[src/rtl/load_store_unit_if.sv]
// Core/memory-side signal bundle for the load/store unit.
// The slave modport is the LSU's view; the master modport is the core plus data_memory.
interface load_store_unit_if;
    // Core request channel
    logic        req_valid;
    logic        req_ready;
    logic        req_we;
    logic [2:0]  req_funct3;
    logic [31:0] req_addr;
    logic [31:0] req_wdata;

    // Core response channel
    logic        resp_valid;
    logic        resp_err;
    logic [31:0] resp_rdata;

    // data_memory channel
    logic        mem_we;
    logic [31:0] mem_waddr;
    logic [31:0] mem_raddr;
    logic [31:0] mem_wdata;
    logic [31:0] mem_rdata;

    modport slave (
        input  req_valid, req_we, req_funct3, req_addr, req_wdata, mem_rdata,
        output req_ready, resp_valid, resp_err, resp_rdata,
        output mem_we, mem_waddr, mem_raddr, mem_wdata
    );

    modport master (
        output req_valid, req_we, req_funct3, req_addr, req_wdata, mem_rdata,
        input  req_ready, resp_valid, resp_err, resp_rdata,
        input  mem_we, mem_waddr, mem_raddr, mem_wdata
    );
endinterface

[src/rtl/load_store_unit.sv]
// Load/store unit: maps RV32 byte/half/word accesses onto a word-wide, sync-read data
// memory without byte enables. Sub-word stores use read-modify-write.
module load_store_unit #(
    parameter int unsigned MEM_SIZE = 1024
) (
    input logic               clk,
    input logic               rst_n,
    load_store_unit_if.slave  bus
);

    typedef enum logic [1:0] {
        StIdle,
        StLdWait,
        StRmwRd,
        StRmwWr
    } state_e;

    state_e      state_q, state_d;
    logic [31:0] addr_q, addr_d;
    logic [2:0]  funct3_q, funct3_d;
    logic [15:0] wdata_q, wdata_d;
    logic [31:0] merged_q, merged_d;
    logic        resp_valid_q, resp_valid_d;
    logic        resp_err_q, resp_err_d;
    logic [31:0] resp_rdata_q, resp_rdata_d;

    logic        accept;
    logic        misaligned;
    logic        illegal;
    logic        out_of_range;
    logic        req_err;
    logic [31:0] load_data;
    logic [31:0] merge_data;

    // Request validity checks, evaluated on the live request in IDLE
    always_comb begin
        misaligned = 1'b0;
        case (bus.req_funct3[1:0])
            2'd1:    misaligned = bus.req_addr[0];
            2'd2:    misaligned = |bus.req_addr[1:0];
            default: misaligned = 1'b0;
        endcase
        if (bus.req_we) begin
            illegal = (bus.req_funct3 >= 3'd3);
        end else begin
            illegal = (bus.req_funct3 == 3'd3) || (bus.req_funct3 == 3'd6) ||
                      (bus.req_funct3 == 3'd7);
        end
        out_of_range = ({2'b00, bus.req_addr[31:2]} >= MEM_SIZE);
        req_err      = misaligned | illegal | out_of_range;
    end

    // Lane select and sign/zero extension of the returned word
    always_comb begin
        logic [7:0]  lane_b;
        logic [15:0] lane_h;
        case (addr_q[1:0])
            2'd0:    lane_b = bus.mem_rdata[7:0];
            2'd1:    lane_b = bus.mem_rdata[15:8];
            2'd2:    lane_b = bus.mem_rdata[23:16];
            default: lane_b = bus.mem_rdata[31:24];
        endcase
        lane_h = addr_q[1] ? bus.mem_rdata[31:16] : bus.mem_rdata[15:0];
        case (funct3_q[1:0])
            2'd0:    load_data = funct3_q[2] ? {24'h0, lane_b} : {{24{lane_b[7]}}, lane_b};
            2'd1:    load_data = funct3_q[2] ? {16'h0, lane_h} : {{16{lane_h[15]}}, lane_h};
            default: load_data = bus.mem_rdata;
        endcase
    end

    // Merge captured store byte/half into the word read back from memory
    always_comb begin
        merge_data = bus.mem_rdata;
        if (funct3_q[0]) begin
            if (addr_q[1]) merge_data[31:16] = wdata_q;
            else           merge_data[15:0]  = wdata_q;
        end else begin
            case (addr_q[1:0])
                2'd0:    merge_data[7:0]   = wdata_q[7:0];
                2'd1:    merge_data[15:8]  = wdata_q[7:0];
                2'd2:    merge_data[23:16] = wdata_q[7:0];
                default: merge_data[31:24] = wdata_q[7:0];
            endcase
        end
    end

    // Next-state, capture and memory-side outputs; memory ports are combinational
    // because data_memory samples them on the same edge
    always_comb begin
        state_d       = state_q;
        addr_d        = addr_q;
        funct3_d      = funct3_q;
        wdata_d       = wdata_q;
        merged_d      = merged_q;
        resp_valid_d  = 1'b0;
        resp_err_d    = 1'b0;
        resp_rdata_d  = resp_rdata_q;
        bus.req_ready = 1'b0;
        bus.mem_we    = 1'b0;
        bus.mem_waddr = {addr_q[31:2], 2'b00};
        bus.mem_raddr = {addr_q[31:2], 2'b00};
        bus.mem_wdata = merged_q;
        accept        = 1'b0;

        unique case (state_q)
            StIdle: begin
                bus.req_ready = rst_n;
                bus.mem_raddr = {bus.req_addr[31:2], 2'b00};
                accept        = bus.req_valid & rst_n;
                if (accept) begin
                    addr_d   = bus.req_addr;
                    funct3_d = bus.req_funct3;
                    wdata_d  = bus.req_wdata[15:0];
                    if (req_err) begin
                        resp_valid_d = 1'b1;
                        resp_err_d   = 1'b1;
                        resp_rdata_d = 32'h0;
                    end else if (bus.req_we) begin
                        if (bus.req_funct3 == 3'd2) begin
                            // Full-word store goes straight to memory this edge
                            bus.mem_we    = 1'b1;
                            bus.mem_waddr = bus.req_addr;
                            bus.mem_wdata = bus.req_wdata;
                            resp_valid_d  = 1'b1;
                            resp_rdata_d  = 32'h0;
                        end else begin
                            state_d = StRmwRd;
                        end
                    end else begin
                        state_d = StLdWait;
                    end
                end
            end
            StLdWait: begin
                resp_rdata_d = load_data;
                resp_valid_d = 1'b1;
                state_d      = StIdle;
            end
            StRmwRd: begin
                merged_d = merge_data;
                state_d  = StRmwWr;
            end
            StRmwWr: begin
                bus.mem_we   = 1'b1;
                resp_valid_d = 1'b1;
                resp_rdata_d = 32'h0;
                state_d      = StIdle;
            end
            default: state_d = StIdle;
        endcase
    end

    // State and response registers; reset aborts any in-flight access
    always_ff @(posedge clk or negedge rst_n) begin
        if (!rst_n) begin
            state_q      <= StIdle;
            addr_q       <= 32'h0;
            funct3_q     <= 3'h0;
            wdata_q      <= 16'h0;
            merged_q     <= 32'h0;
            resp_valid_q <= 1'b0;
            resp_err_q   <= 1'b0;
            resp_rdata_q <= 32'h0;
        end else begin
            state_q      <= state_d;
            addr_q       <= addr_d;
            funct3_q     <= funct3_d;
            wdata_q      <= wdata_d;
            merged_q     <= merged_d;
            resp_valid_q <= resp_valid_d;
            resp_err_q   <= resp_err_d;
            resp_rdata_q <= resp_rdata_d;
        end
    end

    assign bus.resp_valid = resp_valid_q;
    assign bus.resp_err   = resp_err_q;
    assign bus.resp_rdata = resp_rdata_q;

endmodule

[src/flat_wrapper.sv]
// flat-port wrapper written by rule: the top's interface ports become plain ports
module load_store_unit_flat 
#(
    parameter int unsigned MEM_SIZE = 1024
)
  (clk, rst_n, bus_req_valid, bus_req_we, bus_req_funct3, bus_req_addr, bus_req_wdata, bus_mem_rdata, bus_req_ready, bus_resp_valid, bus_resp_err, bus_resp_rdata, bus_mem_we, bus_mem_waddr, bus_mem_raddr, bus_mem_wdata);
  load_store_unit_if bus_i ();
  input logic clk;
  input logic rst_n;
  input wire logic [$bits(bus_i.req_valid)-1:0] bus_req_valid;
  input wire logic [$bits(bus_i.req_we)-1:0] bus_req_we;
  input wire logic [$bits(bus_i.req_funct3)-1:0] bus_req_funct3;
  input wire logic [$bits(bus_i.req_addr)-1:0] bus_req_addr;
  input wire logic [$bits(bus_i.req_wdata)-1:0] bus_req_wdata;
  input wire logic [$bits(bus_i.mem_rdata)-1:0] bus_mem_rdata;
  output wire logic [$bits(bus_i.req_ready)-1:0] bus_req_ready;
  output wire logic [$bits(bus_i.resp_valid)-1:0] bus_resp_valid;
  output wire logic [$bits(bus_i.resp_err)-1:0] bus_resp_err;
  output wire logic [$bits(bus_i.resp_rdata)-1:0] bus_resp_rdata;
  output wire logic [$bits(bus_i.mem_we)-1:0] bus_mem_we;
  output wire logic [$bits(bus_i.mem_waddr)-1:0] bus_mem_waddr;
  output wire logic [$bits(bus_i.mem_raddr)-1:0] bus_mem_raddr;
  output wire logic [$bits(bus_i.mem_wdata)-1:0] bus_mem_wdata;
  assign bus_i.req_valid = bus_req_valid;
  assign bus_i.req_we = bus_req_we;
  assign bus_i.req_funct3 = bus_req_funct3;
  assign bus_i.req_addr = bus_req_addr;
  assign bus_i.req_wdata = bus_req_wdata;
  assign bus_i.mem_rdata = bus_mem_rdata;
  assign bus_req_ready = bus_i.req_ready;
  assign bus_resp_valid = bus_i.resp_valid;
  assign bus_resp_err = bus_i.resp_err;
  assign bus_resp_rdata = bus_i.resp_rdata;
  assign bus_mem_we = bus_i.mem_we;
  assign bus_mem_waddr = bus_i.mem_waddr;
  assign bus_mem_raddr = bus_i.mem_raddr;
  assign bus_mem_wdata = bus_i.mem_wdata;
  load_store_unit #(.MEM_SIZE(MEM_SIZE)) u_core (.clk(clk), .rst_n(rst_n), .bus(bus_i));
endmodule
[config.mk]
export PLATFORM = sky130hd
export DESIGN_NAME = load_store_unit_flat
export DESIGN_NICKNAME = d
export VERILOG_FILES = /design/src/rtl/load_store_unit_if.sv /design/src/rtl/load_store_unit.sv /design/src/flat_wrapper.sv
export SDC_FILE = /design/constraint.sdc
export NUM_CORES = 1
export LEC_CHECK = 0
export BUFFER_PORTS_ARGS = -buffer_cell sky130_fd_sc_hd__clkbuf_2
export CAP_MARGIN = 20
export CELL_PAD_IN_SITES_DETAIL_PLACEMENT = 1
export CELL_PAD_IN_SITES_GLOBAL_PLACEMENT = 1
export CORE_MARGIN = 1.5
export CORE_UTILIZATION = 35
export CTS_CLUSTER_DIAMETER = 200
export DETAILED_ROUTE_END_ITERATION = 16
export PLACE_DENSITY_LB_ADDON = 0.1
export SYNTH_ARGS = -nofsm -noshare
export SYNTH_HDL_FRONTEND = slang
export SYNTH_SLANG_ARGS = --single-unit
[constraint.sdc]
create_clock -name clk -period 2.3 [get_ports clk]
set_clock_uncertainty 0.2 [all_clocks]
set_input_delay 0.115 -clock clk [delete_from_list [all_inputs] [get_ports clk]]
set_output_delay 0.115 -clock clk [all_outputs]
set_load 0.02 [all_outputs]
After elaboration in Yosys (flattened, before gate mapping)
Index checks and enable logic that the tools add are counted.
{ "op_classes": {"order_cmp": 2, "n_eq_ne": 17, "n_mux": 47, "bitwise_logic": 3, "reduce_logical": 12} }
{ "ops": {"columns": ["op", "count"], "rows": [
  ["$mux 32", 18],
  ["$pmux 32 s3", 1],
  ["$pmux 32 s2", 1],
  ["$mux 16", 3],
  ["$mux 8", 4],
  ["$ge 30x11->1 const B", 1],
  ["$pmux 8 s3", 1],
  ["$mux 1", 11],
  ["$eq 2x1->1 const B", 4],
  ["$eq 2x2->1 const B", 4],
  ["$mux 2", 4],
  ["$eq 3x2->1 const B", 2],
  ["$eq 3x3->1 const B", 2],
  ["$logic_not 2->1", 3],
  ["$pmux 1 s2", 3],
  ["$pmux 2 s3", 1],
  ["$reduce_and 4->1", 1],
  ["$reduce_or 2->1", 2],
  ["$ge 3x2->1 const B", 1],
  ["$ne 3x1->1 const B", 1],
  ["$ne 3x2->1 const B", 1],
  ["$ne 3x3->1 const B", 1],
  ["$reduce_and 3->1", 1],
  ["$reduce_bool 3->1", 1],
  ["other kinds (7)", 9]
]} }
{ "totals": {"regBits": 119, "inputBits": 103, "out_inout_bits": 132, "wordCells": 89} }

Depth between registers and ports, before layout
Gate-level depths: netlist of the first run.
{ "logic_depth": {"depth_word": 9, "ltp_mapped": 8, "mapped_depth_nobuf": 7} }

Worst setup path after synthesis of the first run
No wires, ideal clock.
{ "synth_path": {"path_type": "register to register", "from": "reg u_core.state_q[0]", "to": "reg u_core.addr_q[11]", "setup_time_ns": 0.125, "arrival_ns": 1.869, "t_required_ns": 1.975, "slack_ns": 0.106, "path_stages_with_launch": 7, "n_path_buf": 2, "period_less_slack_ns": 2.194, "cell_sequence": "dfrtp_1 > inv_1 > ha_1 > nand3_1 > buf_1 > buf_1 > mux2_2"} }
{ "synth_via": {"elab_chain_cells": 2} }
{ "synth_lines": {"columns": ["item", "line", "rtl"], "rows": [
  ["start: declaration", "load_store_unit.sv:18", "state_e state_q, state_d;"],
  ["start signal: assignment", "load_store_unit.sv:156", "state_q <= StIdle;"],
  ["start signal: assignment", "load_store_unit.sv:165", "state_q <= state_d;"],
  ["$logic_not 2->1", "load_store_unit.sv:105", "unique case (state_q)"],
  ["$reduce_and 2->1 (no line)", null, null],
  ["end signal: assignment", "load_store_unit.sv:166", "addr_q <= addr_d;"],
  ["end: declaration", "load_store_unit.sv:19", "logic [31:0] addr_q, addr_d;"]
]} }
No other way between the ends.
A chain may end at the register's enable or synchronous reset.

Worst setup path in the final report of the first run
{ "layout_path": {"from": "reg u_core.state_q[0]", "to": "out bus_mem_wdata[14]"} }
{ "layout_via": {"elab_chain_cells": 2} }
{ "layout_lines": {"columns": ["item", "line", "rtl"], "rows": [
  ["$logic_not 2->1", "load_store_unit.sv:105", null],
  ["$mux 32", "load_store_unit.sv:105", null],
  ["end: declaration", "flat_wrapper.sv:23", "output wire logic [$bits(bus_i.mem_wdata)-1:0] bus_mem_wdata;"]
]} }
No other way between the ends.

==> results.cfg, run 1 <==
[logic_synthesis]
synth_ff_type = dfrtp_1
synth_compound_area_share_pct = 14.6
synth_top_family_by_area = multiplexers
synth.top_cells.by_area = dfrtp_1 43%, mux2_2 16%, mux2_4 8.3%, mux2i_1 3.5%, a21oi_1 3.2%
synth-seq-cells = 119
synth_edf_count = 0
synthArstFlopShare_pct = 100
synth_xor_xnor_area_share_pct = 0
synth_fa_ha_area_share_pct = 1.27
synth-simple-area-share_pct = 8.09
netlist_instances = 619
synth_area_mm2 = 0.00689
synth_commonest_cells = 119 x dfrtp_1, 98 x mux2_2, 46 x nor2_1
yosys.area.top_type_share_pct = 43.2
synth_top_cell_by_area = dfrtp_1
ys_seq_area_share_pct = 43.2
synth_cell_type_count = 48
ys_warn_count = 0
synth_mux_area_share_pct = 28.1
post-synth-top-count-cell = dfrtp_1
syn_area_per_cell_um2 = 11.1

[clocking]
path_clk_slew_ps = 50
cts.sinks = 119
clk_latency_ps = 420
hold_buffers = 71
numCtsBuffers = 17
cts_tree = built
htree_levels = 4
cts_buffer_depth = 2
cts_root_buffer = clkbuf_16

[critical_path]
crit_fanout = 12
cp-end-kind = output port
crit_required_ps = 1990
r2r-start = u_core.state_q[0]$_DFFE_PN0P_
reg2reg_to = u_core.bus.resp_rdata[28]$_DFFE_PN0P_
crit_start = u_core.state_q[0]$_DFFE_PN0P_
regToRegSetupSlack_ps = 10
reg2reg_depth = 9
crit_arrival_ps = 2140
worstSetupPathType = reg -> out
cp-start-kind = flip-flop
crit_path_end = bus_mem_wdata[14]

[drt]
wl_per_cell_um = 21.3
drc = 0
drt_wl_total_mm = 26.6
ant_nets = 0
drtPass1Iterations = 4
drt_iter0_drc = 283
via_count = 6429
viasPerCell = 5.16

[floorplan]
io_pins = 235
die_y_um = 143
die-width_um = 143
start_util_pct = 35.5
num_rows = 51
dieArea_mm2 = 0.0205
core_area_mm2 = 0.0194

[sta]
period_needed_ps = 2450
period_share_pct = 107
worst_pin_slew_ps = 772
rsz0062_at_grt = true
timing.hold.ws_ps = -623
setup_violations = 60
finalHoldViolCount = 121
layout_setup_ws_ps = -153
drv_slew = 0
max_clock_freq_ghz = 0.408
max_slew_margin_pct = 48.5

[power]
leakage_nw = 5.29
power_density_mw_per_mm2 = 1440
vdd_ir_drop_max_mv = 0.720

[global_routing]
grt_overflow = 0
grt_pass1_vias = 6991
grt_usage_pct = 25.2
grt_max_degree = 113
grt_pass1_wl_mm = 38.9
antenna_found_initial = 0

[cells_and_area]
design_area_mm2 = 0.0106
layout-drive-gt1-share_pct = 51.3
synthToLayoutAreaGrowth_pct = 54.3
fin_nets = 1079
fill_cells = 2109
antenna_cells = 0

[placement]
gp_congestion = 0.884
hpwl_mm = 17.6
pre_cts_ws_ps = -190
portBuffers = 232
placed_area_mm2 = 0.00864

[outcome]
violations = hold timing, setup timing
status = finished with violations

[run]
drv_cap = 0

[hold_path]
hold_path.class = in -> async
cell usage in the layout (no fill, tap or decap), types with 13 or more instances in the layout:
cell           count
clkbuf_2         186
dfrtp_1          119
mux2_2            98
dlygate4sd3_1     71
buf_4             56
a21oi_1           43
nor2_1            42
mux2_4            38
buf_6             30
inv_1             25
mux2i_1           24
o22ai_1           22
nand2_1           20
clkbuf_16         20
a211oi_1          16
a21o_1            16
and2_1            15
o21ai_0           13
how the worst min path moves through the flow:
| stage | start | to | cells after the start |
|---|---|---|---|
| final | rst_n | u_core.state_q[0]$_DFFE_PN0P_ | 1 |
| after global routing | rst_n | u_core.state_q[0]$_DFFE_PN0P_ | 1 |
| after CTS | rst_n | u_core.state_q[0]$_DFFE_PN0P_ | 1 |
| after detailed placement | rst_n | u_core.state_q[0]$_DFFE_PN0P_ | 1 |
| after global placement | rst_n | u_core.state_q[0]$_DFFE_PN0P_ | 1 |
| after floorplan | rst_n | u_core.addr_q[0]$_DFFE_PN0P_ | 0 |
metal layers:
layer	wire (um)	track usage [%]
met1	11200	32.0
met2	13400	43.5
met3	1540	4.53
met4	467	8.22
met5	0	0
worst max-delay path: stages (launching register included):
cell and delay, ps:
dfrtp_1 410, inv_2 90, ha_4 150, nand3_4 90, nor2_4 160, nand2_8 140
buf_16 200, mux2_4 300, buf_2 160
stage by stage:
stage	hold WS, ps	TNS, ps	utilization [%]	power [mW]	cells
4_1_cts	-636	-6740	52.8	14.8	1239
3_3_place_gp	-204	-7230	44.6	11.5	1126
6_report	-623	-7090	54.9	15.4	1247
2_1_floorplan	-381	0	-	9.02	620
3_5_place_dp	-200	-11670	44.6	11.7	1126
5_1_grt	-638	-13450	54.9	16.3	1247
registers in the layout, summed over array words and instances, names as in the netlist:
register and cells:
u_core.wdata_q 16, u_core.funct3_q 3, u_core.addr_q 32, u_core.bus.resp_err 1, u_core.bus.resp_rdata 32, u_core.state_q 2
u_core.bus.resp_valid 1, u_core.merged_q 32
cell families (layout without fill, tap and decap cells):
family                   Yosys count  count (layout)
flip-flops                       119             119
buffers and inverters             72             433
AND/OR/NAND/NOR                  112             112
multiplexers                     161             161
AO/OA/AOI/OAI                    147             148
adder cells (fa/ha/maj)            7               7
other                              1               2
where the power goes:
part,leakage (nW),switching [mW],internal (mW)
Combinational,3.54,4.64,4.13
Clock,0.299,0.989,1.75
Sequential,1.45,0.779,3.07
Total,5.29,6.41,8.96
cell type report:
type	count	area (um2)	share of cell area, %
clock inverters	13	153	1.43
repair buffers	373	2870	26.9
flip-flops and latches	119	2980	28.0
clock buffers	19	453	4.26
inverters	28	105	0.988
multi-input cells	430	3750	35.3
well taps	265	332	3.12
timing repair:
| item | 4_1_cts | 5_1_grt |
|---|---|---|
| gates cloned | 3 | 6 |
| endpoints found under the setup margin | 105 | 116 |
| hold endpoints to repair | 196 | 119 |
| pin swaps | 5 | 6 |
| setup buffers | 7 | 3 |
| gates resized for setup | 38 | 124 |
No activity file was read; power rests on OpenSTA's default activity.
==> run 2, diff against run 1 <==
- SKIP_CTS_REPAIR_TIMING: not set -> 1
==> run 2 against run 1 <==
  * The run still ends with hold timing, setup timing left
  * Total power is 0.19% lower
  * Final cell count is 0.32% lower
  * Global-route usage fell by 1.9 points
  * Worst setup slack improved by 9.6 ps
  * Critical path depth unchanged
  * Critical path type unchanged
  * Critical endpoint is now bus_mem_wdata[29]
==> results.cfg, run 2 (synthesis results as in run 1) <==
[clocking]
cts_buffer_depth = 2
cts_tree = built
cts.sinks = 119
clk_latency_ps = 420
path_clk_slew_ps = 50
htree_levels = 4
numCtsBuffers = 17
cts_root_buffer = clkbuf_16

[outcome]
status = finished with violations
violations = hold timing, setup timing

[sta]
max_slew_margin_pct = 47.3
max_clock_freq_ghz = 0.409
layout_setup_ws_ps = -143
drv_slew = 0
worst_pin_slew_ps = 790
setup_violations = 86
finalHoldViolCount = 123
rsz0062_at_grt = true
period_needed_ps = 2440
timing.hold.ws_ps = -624
period_share_pct = 106

[global_routing]
antenna_found_initial = 0
grt_pass1_vias = 6484
grt_max_degree = 113
grt_overflow = 0
grt_usage_pct = 23.3
grt_pass1_wl_mm = 35.9

[drt]
ant_nets = 0
wl_per_cell_um = 21.2
drc = 0
drt_wl_total_mm = 26.4
via_count = 6429
drt_iter0_drc = 225
drtPass1Iterations = 4
viasPerCell = 5.17

[floorplan]
die-width_um = 143
dieArea_mm2 = 0.0205
io_pins = 235
start_util_pct = 35.5
core_area_mm2 = 0.0194
num_rows = 51
die_y_um = 143

[critical_path]
crit_arrival_ps = 2130
cp-end-kind = output port
crit_required_ps = 1990
worstSetupPathType = reg -> out
reg2reg_to = u_core.bus.resp_rdata[9]$_DFFE_PN0P_
crit_fanout = 7
critPathMaxStageDelay_ps = 410
regToRegSetupSlack_ps = 50
crit_slowest_cell = dfrtp_1
r2r-start = u_core.state_q[1]$_DFFE_PN0P_
reg2reg_depth = 9
critical_path.cell_chain = inv_2 > ha_4 > nand3_4 > nor2_4 > nand2_8 > buf_6 > mux2_4 > clkbuf_2
cp-start-kind = flip-flop

[power]
power.switching_mw = 6.37
pwr-share-seq_pct = 25.2
vdd_ir_drop_max_mv = 0.736
power_density_mw_per_mm2 = 1450
intPower_mw = 8.97
power_mw = 15.3
p_sw_share_pct = 41.5
leakage_nw = 5.28
power_frac_comb_pct = 57.0
clockPowerShare_pct = 17.9

[cells_and_area]
fin_cells = 1243
fin_nets = 1075
synthToLayoutAreaGrowth_pct = 53.0
antenna_cells = 0
finish.utilization_pct = 54.4
layout_commonest_cell = clkbuf_2
layout_common_cells = 187 x clkbuf_2, 119 x dfrtp_1, 98 x mux2_2
layout-drive-gt1-share_pct = 51.8

[placement]
gp_congestion = 0.884
dp.cells = 1126
portBuffers = 232
hpwl_mm = 17.6

[hold_path]
hold_path.class = in -> async

[run]
drv_cap = 0
==> run 2: worst max path at each step <==
stage	slack [ps]	endpoint	from	depth (start not counted)
5_1_grt	-250	bus_mem_wdata[17]	bus_req_addr[17]	10
4_1_cts	-420	bus_mem_wdata[11]	u_core.state_q[0]$_DFFE_PN0P_	8
3_5_place_dp	-190	u_core.bus.resp_rdata[15]$_DFFE_PN0P_	bus_req_addr[5]	8
2_1_floorplan	110	u_core.addr_q[11]$_DFFE_PN0P_	u_core.state_q[0]$_DFFE_PN0P_	6
6_report	-140	bus_mem_wdata[29]	u_core.state_q[1]$_DFFE_PN0P_	8
3_3_place_gp	-120	u_core.bus.resp_rdata[13]$_DFFE_PN0P_	bus_req_addr[13]	8
==> run 2: power groups by stage <==
stage	logic, mW	clock network, mW	registers [mW]
6_report	8.74	2.74	3.86
3_3_place_gp	7.66	0	3.80
3_5_place_dp	7.82	0	3.85
5_1_grt	9.36	2.89	3.98
4_1_cts	7.86	2.79	3.82
2_1_floorplan	5.23	0	3.78
==> run 2: per-layer routing <==
| layer | global-route usage, % | vias to the layer above | wire, um |
|---|---|---|---|
| met5 | 0 | - | 0 |
| met4 | 8.22 | 0 | 410 |
| met3 | 4.67 | 24 | 1620 |
| met2 | 38.7 | 234 | 13200 |
| met1 | 30.2 | 3228 | 11100 |
| li1 | - | 2943 | - |
==> run 2: final cells by class <==
class | instances | area [um2]
fill | 2131 | 8850
multi-input combinational | 429 | 3730
sequential | 119 | 2980
timing repair buffer | 370 | 2800
clock buffer | 19 | 453
tap | 265 | 332
clock inverter | 13 | 153
inverter | 28 | 105
==> run 2: per-stage QoR <==
| stage | area [um2] | setup WS, ps | hold WS [ps] | setup TNS (ps) |
|---|---|---|---|---|
| 2_1_floorplan | 6900 | 106 | -381 | 0 |
| 3_3_place_gp | 8640 | -119 | -204 | -7230 |
| 3_5_place_dp | 8640 | -190 | -200 | -11670 |
| 4_1_cts | 9250 | -416 | -641 | -30080 |
| 5_1_grt | 10600 | -255 | -638 | -17000 |
| 6_report | 10600 | -143 | -624 | -8270 |
==> run 2: worst max-delay path: cells and delay by family, from the launching register on <==
kind          cells  cell delay (ps)
fa+ha+maj         1              170
simple gates      3              390
buf+inv           3              440
mux               1              300
flops             1              410
==> run 3, diff against run 2 <==
- CORE_ASPECT_RATIO: not set -> 0.5
==> run 3 against run 2 <==
  * Worst setup slack got worse by 71 ps
  * Routed wire length rose by 0.41%
  * Via count decreased by 0.93%
  * Hold slack improved by 380 ps
  * Final area is 1.4% higher
  * Non-clock buffer count rose by 6
  * Sequential share of layout area shrank 0.39 points
  * Clock power rose by 7%
  * Final cell count increased by 0.64%
  * First-iteration DRC count grew 8.9%
  * Flip-flop and latch count stayed put
  * The flow still finishes with violations (hold timing, setup timing)
  * Utilization is 0.84 points higher
==> results.cfg, run 3 (synthesis results as in run 1) <==
[drt]
wl_per_cell_um = 21.2
drt_wl_total_mm = 26.5
ant_nets = 0
viasPerCell = 5.09
via_count = 6369
drc = 0
drtPass1Iterations = 4
drt_iter0_drc = 245

[cells_and_area]
finish.utilization_pct = 55.2
antenna_cells = 0
synthToLayoutAreaGrowth_pct = 55.2
layout_common_cells = 185 x clkbuf_2, 119 x dfrtp_1, 98 x mux2_2
layout_commonest_cell = clkbuf_2
layout-drive-gt1-share_pct = 52.4
fin_nets = 1082

[floorplan]
core_area_mm2 = 0.0194
die_y_um = 102
start_util_pct = 35.6
io_pins = 235
die-width_um = 201
num_rows = 36
dieArea_mm2 = 0.0206

[power]
power_density_mw_per_mm2 = 1460
leakage_nw = 5.33
vdd_ir_drop_max_mv = 0.916

[critical_path]
crit_fanout = 5
cp-end-kind = output port
critPathMaxStageDelay_ps = 390
critical_path.cell_chain = inv_2 > ha_4 > nand3_4 > nor2_4 > buf_12 > nand2_8 > clkbuf_16 > mux2_4 > buf_6
crit_slowest_cell = dfrtp_1
crit_arrival_ps = 2200
worstSetupPathType = reg -> out
crit_required_ps = 1990
cp-start-kind = flip-flop
reg2reg_depth = 8
regToRegSetupSlack_ps = 60

[sta]
max_slew_margin_pct = 41.6
timing.hold.ws_ps = -246
rsz0062_at_grt = true
layout_setup_ws_ps = -214
setup_violations = 64
tns_ps = -9350
max_clock_freq_ghz = 0.398
drv_slew = 0
finalHoldViolCount = 124
worst_pin_slew_ps = 876
period_needed_ps = 2510
period_share_pct = 109

[run]
drv_cap = 0

[hold_path]
hold_path.class = in -> async

[outcome]
violations = hold timing, setup timing
status = finished with violations

[clocking]
cts_root_buffer = clkbuf_16
cts.sinks = 119
numCtsBuffers = 17
clk_latency_ps = 420
cts_tree = built
path_clk_slew_ps = 60
cts_buffer_depth = 2
htree_levels = 4

[global_routing]
antenna_found_initial = 0
grt_max_degree = 67
grt_pass1_vias = 6139
grt_overflow = 0
grt_usage_pct = 22.4
grt_pass1_wl_mm = 35.0

[placement]
gp_congestion = 0.829
portBuffers = 232
hpwl_mm = 16.9
==> run 3: layout make-up <==
class                           count  area (um2)
Sequential cell                   119        2980
Fill cell                        2116        8670
Timing Repair Buffer              376        2890
Inverter                           28         105
Multi-Input combinational cell    430        3750
Clock buffer                       21         470
Clock inverter                     11         170
Tap cell                          266         333
==> run 3: worst paths after layout <==
path                                                 start                               endpoint
min in group clk                                     rst_n          u_core.state_q[1]$_DFFE_PN0P_
hold reg to reg            u_core.merged_q[24]$_DFFE_PN0P_        u_core.merged_q[24]$_DFFE_PN0P_
max in group asynchronous                            rst_n          u_core.wdata_q[8]$_DFFE_PN0P_
hold / removal                                       rst_n   u_core.bus.resp_rdata[7]$_DFFE_PN0P_
setup / recovery             u_core.state_q[1]$_DFFE_PN0P_                      bus_mem_wdata[24]
setup reg to reg             u_core.state_q[1]$_DFFE_PN0P_  u_core.bus.resp_rdata[18]$_DFFE_PN0P_
==> run 3: where the power goes <==
group	leakage [nW]	internal, mW	switching, mW
Clock	0.306	1.90	1.02
Sequential	1.45	3.07	0.780
Combinational	3.58	4.24	4.62
==> run 3: stage by stage <==
step	instances	cell area, um2	setup slack [ps]	power, mW
after global placement	1127	8620	-182	11.5
after global routing	1251	10700	-305	16.5
after floorplan	620	6900	106	9.02
final	1251	10700	-214	15.6
after CTS	1159	9260	-456	14.6
after detailed placement	1127	8620	-226	11.6
==> run 3: worst max-delay path, delay by kind of cell, from the launching register on <==
kind	cells	cell delay, ps
AND/OR/NAND/NOR	3	320
multiplexers	1	310
buffers and inverters	4	570
flip-flops	1	390
adder cells (fa/ha/maj)	1	180
==> run 3: per-layer routing <==
metal	up-vias	wire length, um	global-route usage (%)
met4	0	181	4.76
met2	148	12900	36.5
met3	20	1230	5.71
met1	3230	12200	30.3
met5	-	0	0
li1	2971	-	-
